--- config.mk ---
export PLATFORM = sky130hd
export DESIGN_NAME = fifo_uart_tx
export DESIGN_NICKNAME = d
export VERILOG_FILES = /design/src/rtl/uart_pkg.sv /design/src/rtl/uart_baud_counter.sv /design/src/rtl/fifo_uart_tx.sv
export SDC_FILE = /design/constraint.sdc
export NUM_CORES = 1
export LEC_CHECK = 0
export BUFFER_PORTS_ARGS = -buffer_cell sky130_fd_sc_hd__buf_2
export CAP_MARGIN = 20
export CORE_ASPECT_RATIO = 0.7
export CORE_UTILIZATION = 25
export DETAILED_ROUTE_END_ITERATION = 6
export HOLD_SLACK_MARGIN = 0.12
export SLEW_MARGIN = 10
export SYNTH_ARGS = -nofsm -noshare
export SYNTH_HDL_FRONTEND = slang
export SYNTH_SLANG_ARGS = --single-unit
--- constraint.sdc ---
create_clock -name clk -period 2.45 [get_ports clk]
set_clock_uncertainty 0.1 [all_clocks]
set_input_delay 0.245 -clock clk [delete_from_list [all_inputs] [get_ports clk]]
set_output_delay 0.245 -clock clk [all_outputs]
set_load 0.01 [all_outputs]
--- src/rtl/uart_pkg.sv ---
// Shared UART definitions: FSM state encoding, bit-time arithmetic and line levels.
// Used by both the transmitter and the receiver.
package uart_pkg;

   typedef enum logic [2:0] {
      IDLE   = 3'd0,
      REQ    = 3'd1,
      LATCH  = 3'd2,
      START  = 3'd3,
      DATA   = 3'd4,
      STOP   = 3'd5,
      PARITY = 3'd6
   } uart_state_t;

   localparam logic MARK  = 1'b1;
   localparam logic SPACE = 1'b0;

   // Clock cycles per bit time; integer division, so the line rate rounds up slightly.
   function automatic int symbol_edge_time(input int clock_freq, input int baud_rate);
      return clock_freq / baud_rate;
   endfunction

endpackage

--- src/rtl/uart_baud_counter.sv ---
// Bit-time counter: counts 0..SYMBOL_EDGE_TIME-1 and pulses tick on the last count.
// clr restarts the count so the next cycle is the first of a fresh bit time.
module uart_baud_counter #(
   parameter int SYMBOL_EDGE_TIME = 10
) (
   input  logic clk,
   input  logic rst,
   input  logic clr,
   output logic tick
);

   localparam int CNT_W = (SYMBOL_EDGE_TIME > 1) ? $clog2(SYMBOL_EDGE_TIME) : 1;
   localparam logic [CNT_W-1:0] LAST = CNT_W'(SYMBOL_EDGE_TIME - 1);

   logic [CNT_W-1:0] count_q, count_d;

   assign tick = (count_q == LAST);

   always_comb begin
      count_d = (clr || tick) ? '0 : count_q + 1'b1;
   end

   always_ff @(posedge clk or posedge rst) begin
      if (rst) count_q <= '0;
      else     count_q <= count_d;
   end

endmodule

--- src/rtl/fifo_uart_tx.sv ---
// Drains the transmit FIFO and sends each byte as an 8N1 UART frame, LSB first (FIFO_UART_TX_PARITY_EN adds even parity).
// Latency: fifo_rd_en one cycle after fifo_empty falls in IDLE, start bit two cycles after fifo_rd_en.
// Backpressure: reads only from IDLE when the FIFO is non-empty; one byte in flight, no stall once a frame starts.
module fifo_uart_tx
   import uart_pkg::*;
#(
   parameter int CLOCK_FREQ = 125_000_000,
   parameter int BAUD_RATE  = 115_200,
   parameter int WIDTH      = 8
) (
   input  logic             clk,
   input  logic             rst,
   input  logic             fifo_empty,
   input  logic [WIDTH-1:0] fifo_dout,
   output logic             fifo_rd_en,
   output logic             serial_out,
   output logic             busy
);

   localparam int SYMBOL_EDGE_TIME = symbol_edge_time(CLOCK_FREQ, BAUD_RATE);
   localparam int BIT_CNT_W = (WIDTH > 1) ? $clog2(WIDTH) : 1;
   localparam logic [BIT_CNT_W-1:0] LAST_BIT = BIT_CNT_W'(WIDTH - 1);

   uart_state_t          state_q, state_d;
   logic [WIDTH-1:0]     shift_q, shift_d;
   logic [BIT_CNT_W-1:0] bit_cnt_q, bit_cnt_d;
   logic                 serial_q, serial_d;
   logic                 rd_en_q, rd_en_d;
   logic                 busy_q, busy_d;
   logic                 bit_end;
   logic                 baud_clr;
`ifdef FIFO_UART_TX_PARITY_EN
   logic                 parity_q, parity_d;
`endif

   uart_baud_counter #(
      .SYMBOL_EDGE_TIME(SYMBOL_EDGE_TIME)
   ) u_baud (
      .clk  (clk),
      .rst  (rst),
      .clr  (baud_clr),
      .tick (bit_end)
   );

   always_comb begin
      state_d   = state_q;
      shift_d   = shift_q;
      bit_cnt_d = bit_cnt_q;
`ifdef FIFO_UART_TX_PARITY_EN
      parity_d  = parity_q;
`endif
      case (state_q)
         IDLE:  if (!fifo_empty) state_d = REQ;
         REQ:   state_d = LATCH;
         LATCH: begin
            shift_d   = fifo_dout;
            bit_cnt_d = '0;
`ifdef FIFO_UART_TX_PARITY_EN
            parity_d  = ^fifo_dout;
`endif
            state_d   = START;
         end
         START: if (bit_end) state_d = DATA;
         DATA: begin
            if (bit_end) begin
               shift_d = shift_q >> 1;
               if (bit_cnt_q == LAST_BIT) begin
`ifdef FIFO_UART_TX_PARITY_EN
                  state_d = PARITY;
`else
                  state_d = STOP;
`endif
               end else begin
                  bit_cnt_d = bit_cnt_q + 1'b1;
               end
            end
         end
`ifdef FIFO_UART_TX_PARITY_EN
         PARITY: if (bit_end) state_d = STOP;
`endif
         STOP:  if (bit_end) state_d = IDLE;
         default: state_d = IDLE;
      endcase

      // Outputs are decoded from the next state so they register alongside it.
      baud_clr = (state_d != state_q);
      rd_en_d  = (state_d == REQ);
      busy_d   = (state_d != IDLE);
      case (state_d)
         START:   serial_d = SPACE;
         DATA:    serial_d = shift_d[0];
`ifdef FIFO_UART_TX_PARITY_EN
         PARITY:  serial_d = parity_d;
`endif
         default: serial_d = MARK;
      endcase
   end

   always_ff @(posedge clk or posedge rst) begin
      if (rst) begin
         state_q   <= IDLE;
         shift_q   <= '0;
         bit_cnt_q <= '0;
         serial_q  <= MARK;
         rd_en_q   <= 1'b0;
         busy_q    <= 1'b0;
`ifdef FIFO_UART_TX_PARITY_EN
         parity_q  <= 1'b0;
`endif
      end else begin
         state_q   <= state_d;
         shift_q   <= shift_d;
         bit_cnt_q <= bit_cnt_d;
         serial_q  <= serial_d;
         rd_en_q   <= rd_en_d;
         busy_q    <= busy_d;
`ifdef FIFO_UART_TX_PARITY_EN
         parity_q  <= parity_d;
`endif
      end
   end

   assign fifo_rd_en = rd_en_q;
   assign serial_out = serial_q;
   assign busy       = busy_q;

endmodule

### Yosys cells after proc, flatten, opt, wreduce, memory -nomap -nowiden

Index checks and enable logic that the tools add are counted.

| storage, ports and cells | value |
|---|---|
| bits in registers | 28 |
| input bits | 11 |
| output and inout port bits | 3 |
| word-level logic and storage cells | 42 |

| operators by class | value |
|---|---|
| $add $sub $neg | 2 |
| equality and inequality tests | 13 |
| muxes and demuxes | 13 |
| reduce and logical (&&, ||, !) cells | 6 |

Operators with widths:

| kind | count |
|---|---|
| $mux 3 | 7 |
| $pmux 3 s6 | 1 |
| $pmux 8 s2 | 1 |
| $eq 3x3->1 const B | 4 |
| $add 11x1->11 const B | 1 |
| $eq 11x11->1 const B | 1 |
| $mux 11 | 1 |
| $eq 3x2->1 const B | 3 |
| $mux 8 | 1 |
| $eq 3x1->1 const B | 2 |
| $pmux 3 s2 | 1 |
| $add 3x1->3 const B | 1 |
| $logic_not 3->1 | 1 |
| $ne 3x3->1 | 1 |
| $reduce_and 3->1 | 1 |
| $reduce_bool 3->1 | 1 |
| $ne 2x1->1 const B | 1 |
| $ne 2x2->1 const B | 1 |
| $pmux 1 s2 | 1 |
| $reduce_and 2->1 | 1 |
| $reduce_bool 2->1 | 1 |
| $logic_or 1x1->1 | 1 |

### Depth between registers and ports, before layout

| logic depth | value |
|---|---|
| depth in word-level cells | 7 |
| gate-level depth with buffers | 8 |
| mapped depth without buffers | 7 |

### Hierarchy

A second synthesis with hierarchy kept.

| second synthesis, totals | value |
|---|---|
| cell total of the unflattened synthesis | 150 |
| area, all modules | 1502.7 um^2 |

Modules (own cells, without submodules):

| module | instances | cells each | area an instance (um^2) | sequential area each (um^2) |
|---|---|---|---|---|
| fifo_uart_tx | 1 | 83 | 872.1 | 426.7 |
| uart_baud_counter | 1 | 67 | 630.6 | 275.3 |

### Worst setup path after synthesis

No wires, ideal clock.

| timing | value |
|---|---|
| kind | reg-to-reg |
| start | register u_baud.count_q[7] |
| end | register bit_cnt_q[0] |
| setup time | 125 ps |
| data arrival time | 1873 ps |
| required time | 2225 ps |
| path slack | 353 ps |
| stages on the path, launching flop included | 5 |
| buffers on the path | 0 |
| period minus slack after synthesis | 2097 ps |
| cells stage by stage | dfrtp_1 -> or4b_4 -> nor4_4 -> o22ai_1 -> mux2_2 |

| on the way | value |
|---|---|
| longest elaborated chain between the ends | 3 |

RTL lines:

| element | RTL line | text |
|---|---|---|
| from (decl) | uart_baud_counter.sv:15 | `logic [CNT_W-1:0] count_q, count_d;` |
| from (signal assigned) | uart_baud_counter.sv:25 | `else count_q <= count_d;` |
| $eq 11x11->1 | uart_baud_counter.sv:17 | `assign tick = (count_q == LAST);` |
| $ne 2x1->1 (no line) | -- |  |
| $reduce_and 3->1 (no line) | -- |  |
| to (signal assigned) | fifo_uart_tx.sv:113 | `bit_cnt_q <= bit_cnt_d;` |
| to (decl) | fifo_uart_tx.sv:26 | `logic [BIT_CNT_W-1:0] bit_cnt_q, bit_cnt_d;` |

Every way passes these cells.
A chain may end at the register's enable or synchronous reset.

### Worst setup path in the final report

| timing | value |
|---|---|
| start | register u_baud.count_q[7] |
| end | register busy_q, in the netlist busy |

| on the way | value |
|---|---|
| longest elaborated chain between the ends | 4 |
| elaborated cells on any way between the ends | 6 |
| classes of those cells | eq/ne: 1; mux: 4; reduce/logical: 1 |

RTL lines:

| element | RTL line | text |
|---|---|---|
| $eq 11x11->1 * | uart_baud_counter.sv:17 |  |
| $mux 3, on equally long branches | fifo_uart_tx.sv:81, fifo_uart_tx.sv:63, fifo_uart_tx.sv:65 |  |
| $pmux 3 s6 * | fifo_uart_tx.sv:52 | `case (state_q)` |
| named net state_d[2] | fifo_uart_tx.sv:24 | `uart_state_t state_q, state_d;` |
| $reduce_bool 3->1 * | fifo_uart_tx.sv:88 | `busy_d = (state_d != IDLE);` |
| named net busy_d | fifo_uart_tx.sv:29 | `logic busy_q, busy_d;` |
| to (signal assigned) | fifo_uart_tx.sv:116 | `busy_q <= busy_d;` |
| to (decl) | fifo_uart_tx.sv:29 |  |

Mark *: on every way through the listed nets, which the timed path passes. The rest lies on a longest branch.

==> results.yml <==
setup_path:
  crit_type: "flop to flop"
  critical_path.slowest_cell: "or4b_4"
  worstPathMaxFanout: 8
  slowest_delay_ps: 590
  required_ps: 2570
  rr_worst_depth: 5
  r2r-end: "busy$_DFF_PP0_"
  reg2reg_slack_ps: 270
  crit_path_end_kind: "flop"
  r2r_start: "u_baud.count_q[7]$_DFF_PP0_"
  crit_cells: 5
  worst_ep_arrival_time_ps: 2300
  crit_buf_inv: 0
  cp-start-kind: "flop"
  cp_top_family: "simple AND/OR/NAND/NOR gates"
  crit_path_cell_trace: "or4b_4 > or3_1 > nor2_1 > mux2i_1 > nand2b_1"
cts:
  cts_setup_buffers: 0
  clk_latency_ps: 270
  ctsLongestPathBuffers: 2
  cts_buffers: 3
  h-tree-depth: 1
  cts-root-buf: "clkbuf_8"
  path_clk_slew_ps: 90
  clkSinkCount: 28
  cts_tree: "built"
sta:
  rsz0062_at_grt: "false"
  setup_viol: 0
  min_period_over_period_pct: 89.2
  slew_headroom_pct: 75.7
  worst_pin_slew_ps: 364
  finalSetupTns_ps: 0
  hold_violations: 0
  fmax_mhz: 458
  finalMaxSlewViolations: 0
  min_period_ps: 2180
synthesis:
  ys_dominant_reg_cell: "dfrtp_1"
  ys_warn_count: 0
  synth_top_area_share_pct: 49.6
  netlist_instances: 134
  syn_area_mm2: 0.00136
  yosysTopAreaCell: "dfrtp_1"
  syn-num-nets: 149
  synth.area.top_cells: "dfrtp_1 (50%), nand2_1 (5.5%), nor2_1 (3.9%)"
  synth.avg_cell_area_um2: 10.2
  synth_async_sr_flop_share_pct: 100
  synth-edff-count: 0
  ys_types: 37
  ys_seq_area_share_pct: 51.5
  ys_ff_latch: 28
final_layout:
  final_cell_mix: "dfrtp_1 (27), nand2_1 (20), nor2_1 (14)"
  finalNetCount: 177
  nFillCells: 538
  drive_gt1_share_pct: 18.6
  postLayoutCellArea_mm2: 0.00168
  n_antenna_cell: 0
  layout_commonest_cell: "dfrtp_1"
  area_growth_syn_to_layout_pct: 23.0
placement:
  gp_congestion: 0.775
  io_buffers: 13
  place_area_mm2: 0.00153
  dp_hpwl_mm: 1.72
floorplanning:
  die_h_um: 63.8
  pin_count: 14
  core_mm2: 0.00526
  dieArea_mm2: 0.00575
  row_count: 22
  initial_core_util_pct: 25.9
  die_w_um: 90.2
drt:
  drt_iter0_markers: 56
  wirelength_mm: 2.45
  num_vias: 995
  dr.pass1.iters: 4
  drc: 0
  ant_nets: 0
  wl_per_cell_um: 10.5
  vias_per_cell: 4.27
pwr:
  vdd_ir_drop_max_v: 0.000245
  finalPower_uw: 785
  p_leak_nw: 0.821
  cellPowerDensity_mw_per_mm2: 468
global_routing:
  grt_max_degree: 29
  grt_antenna_before_repair: 0
  first_global_vias: 955
  grt-ovfl-total: 0
  grt_pass1_wl_mm: 4.35
  track_usage_pct: 9.42
job:
  cap_violations: 0
hold_path:
  min_from: "fifo_dout[0]"
  hold_path.class: "input port to flop"
  holdPathEnd: "shift_q[0]$_DFF_PP0_"
  holdPathStages: 4
status:
  status: "completed"
[power breakdown]
group | switching [mW] | total, mW | internal, mW | leakage (nW)
Sequential | 0.00345 | 0.472 | 0.468 | 0.330
Clock | 0.133 | 0.276 | 0.144 | 0.0288
Combinational | 0.0167 | 0.0364 | 0.0197 | 0.463
[how the worst max path moves through the flow]
stage	from	to	slack, ps
after global placement	u_baud.count_q[7]$_DFF_PP0_	serial_out$_DFF_PP1_	310
after CTS	u_baud.count_q[7]$_DFF_PP0_	busy$_DFF_PP0_	270
final	u_baud.count_q[7]$_DFF_PP0_	busy$_DFF_PP0_	270
after global routing	u_baud.count_q[7]$_DFF_PP0_	busy$_DFF_PP0_	150
after detailed placement	u_baud.count_q[7]$_DFF_PP0_	busy$_DFF_PP0_	280
after floorplan	u_baud.count_q[7]$_DFF_PP0_	bit_cnt_q[0]$_DFFE_PP0P_	350
[cell type report]
cell class / instances / area [um2] / area share, %
Sequential cell: 28 / 702 / 41.9
Multi-Input combinational cell: 96 / 617 / 36.8
Timing Repair Buffer: 26 / 185 / 11.1
Clock buffer: 4 / 55.1 / 3.29
Inverter: 7 / 26.3 / 1.57
Tap cell: 72 / 90.1 / 5.38
[sequential cells by signal (all words and copies together) (netlist names)]
name / cells
u_baud.count_q: 11
fifo_rd_en: 1
shift_q: 8
serial_out: 1
state_q: 3
bit_cnt_q: 3
busy: 1
[per-stage QoR]
step | setup slack, ps | hold slack [ps] | util (%) | instances
finish | 265 | 194 | 31.9 | 233
global route | 149 | 201 | 31.9 | 233
CTS | 272 | 187 | 31.9 | 233
detailed placement | 279 | 229 | 29.1 | 220
global placement | 309 | 243 | 29.1 | 220
floorplan | 353 | 210 | - | 134
[cells in the mapped netlist, types with 3 or more instances]
| library cell | n |
|---|---|
| dfrtp_1 | 27 |
| nand2_1 | 20 |
| nor2_1 | 14 |
| inv_1 | 7 |
| a21oi_1 | 6 |
| a22oi_1 | 6 |
| xor2_1 | 6 |
| ha_1 | 4 |
| nand2b_1 | 3 |
| nand3_1 | 3 |
| nand4_1 | 3 |
| o22ai_1 | 3 |
[logic make-up (layout without fill, tap and decap cells)]
group	count (synthesis)	in the layout	synth area share [%]
AND/OR/NAND/NOR	57	57	21.8
flip-flops	28	28	51.5
AO/OA/AOI/OAI	25	25	13.1
buffers and inverters	10	37	3.21
XOR/XNOR	8	8	5.14
adder cells (fa/ha/maj)	4	4	3.67
multiplexers	2	2	1.56
[layer usage]
metal	wire length (um)	GRT usage, %	vias up
met5	0	0	-
met4	36	2.82	0
met3	67	2.50	4
met2	946	13.5	12
met1	1400	13.7	460
li1	-	-	519
[tightest hold or removal path, cell delays in order]
cell	delay, ps
buf_2	70
and2_1	130
a221oi_2	50
inv_1	40
[what timing repair did]
item	in CTS	in global routing
resized for setup	0	0
hold buffers	9	0
setup endpoints to repair	0	0
hold endpoints to repair	35	0
(Power assumes the default switching activity.)
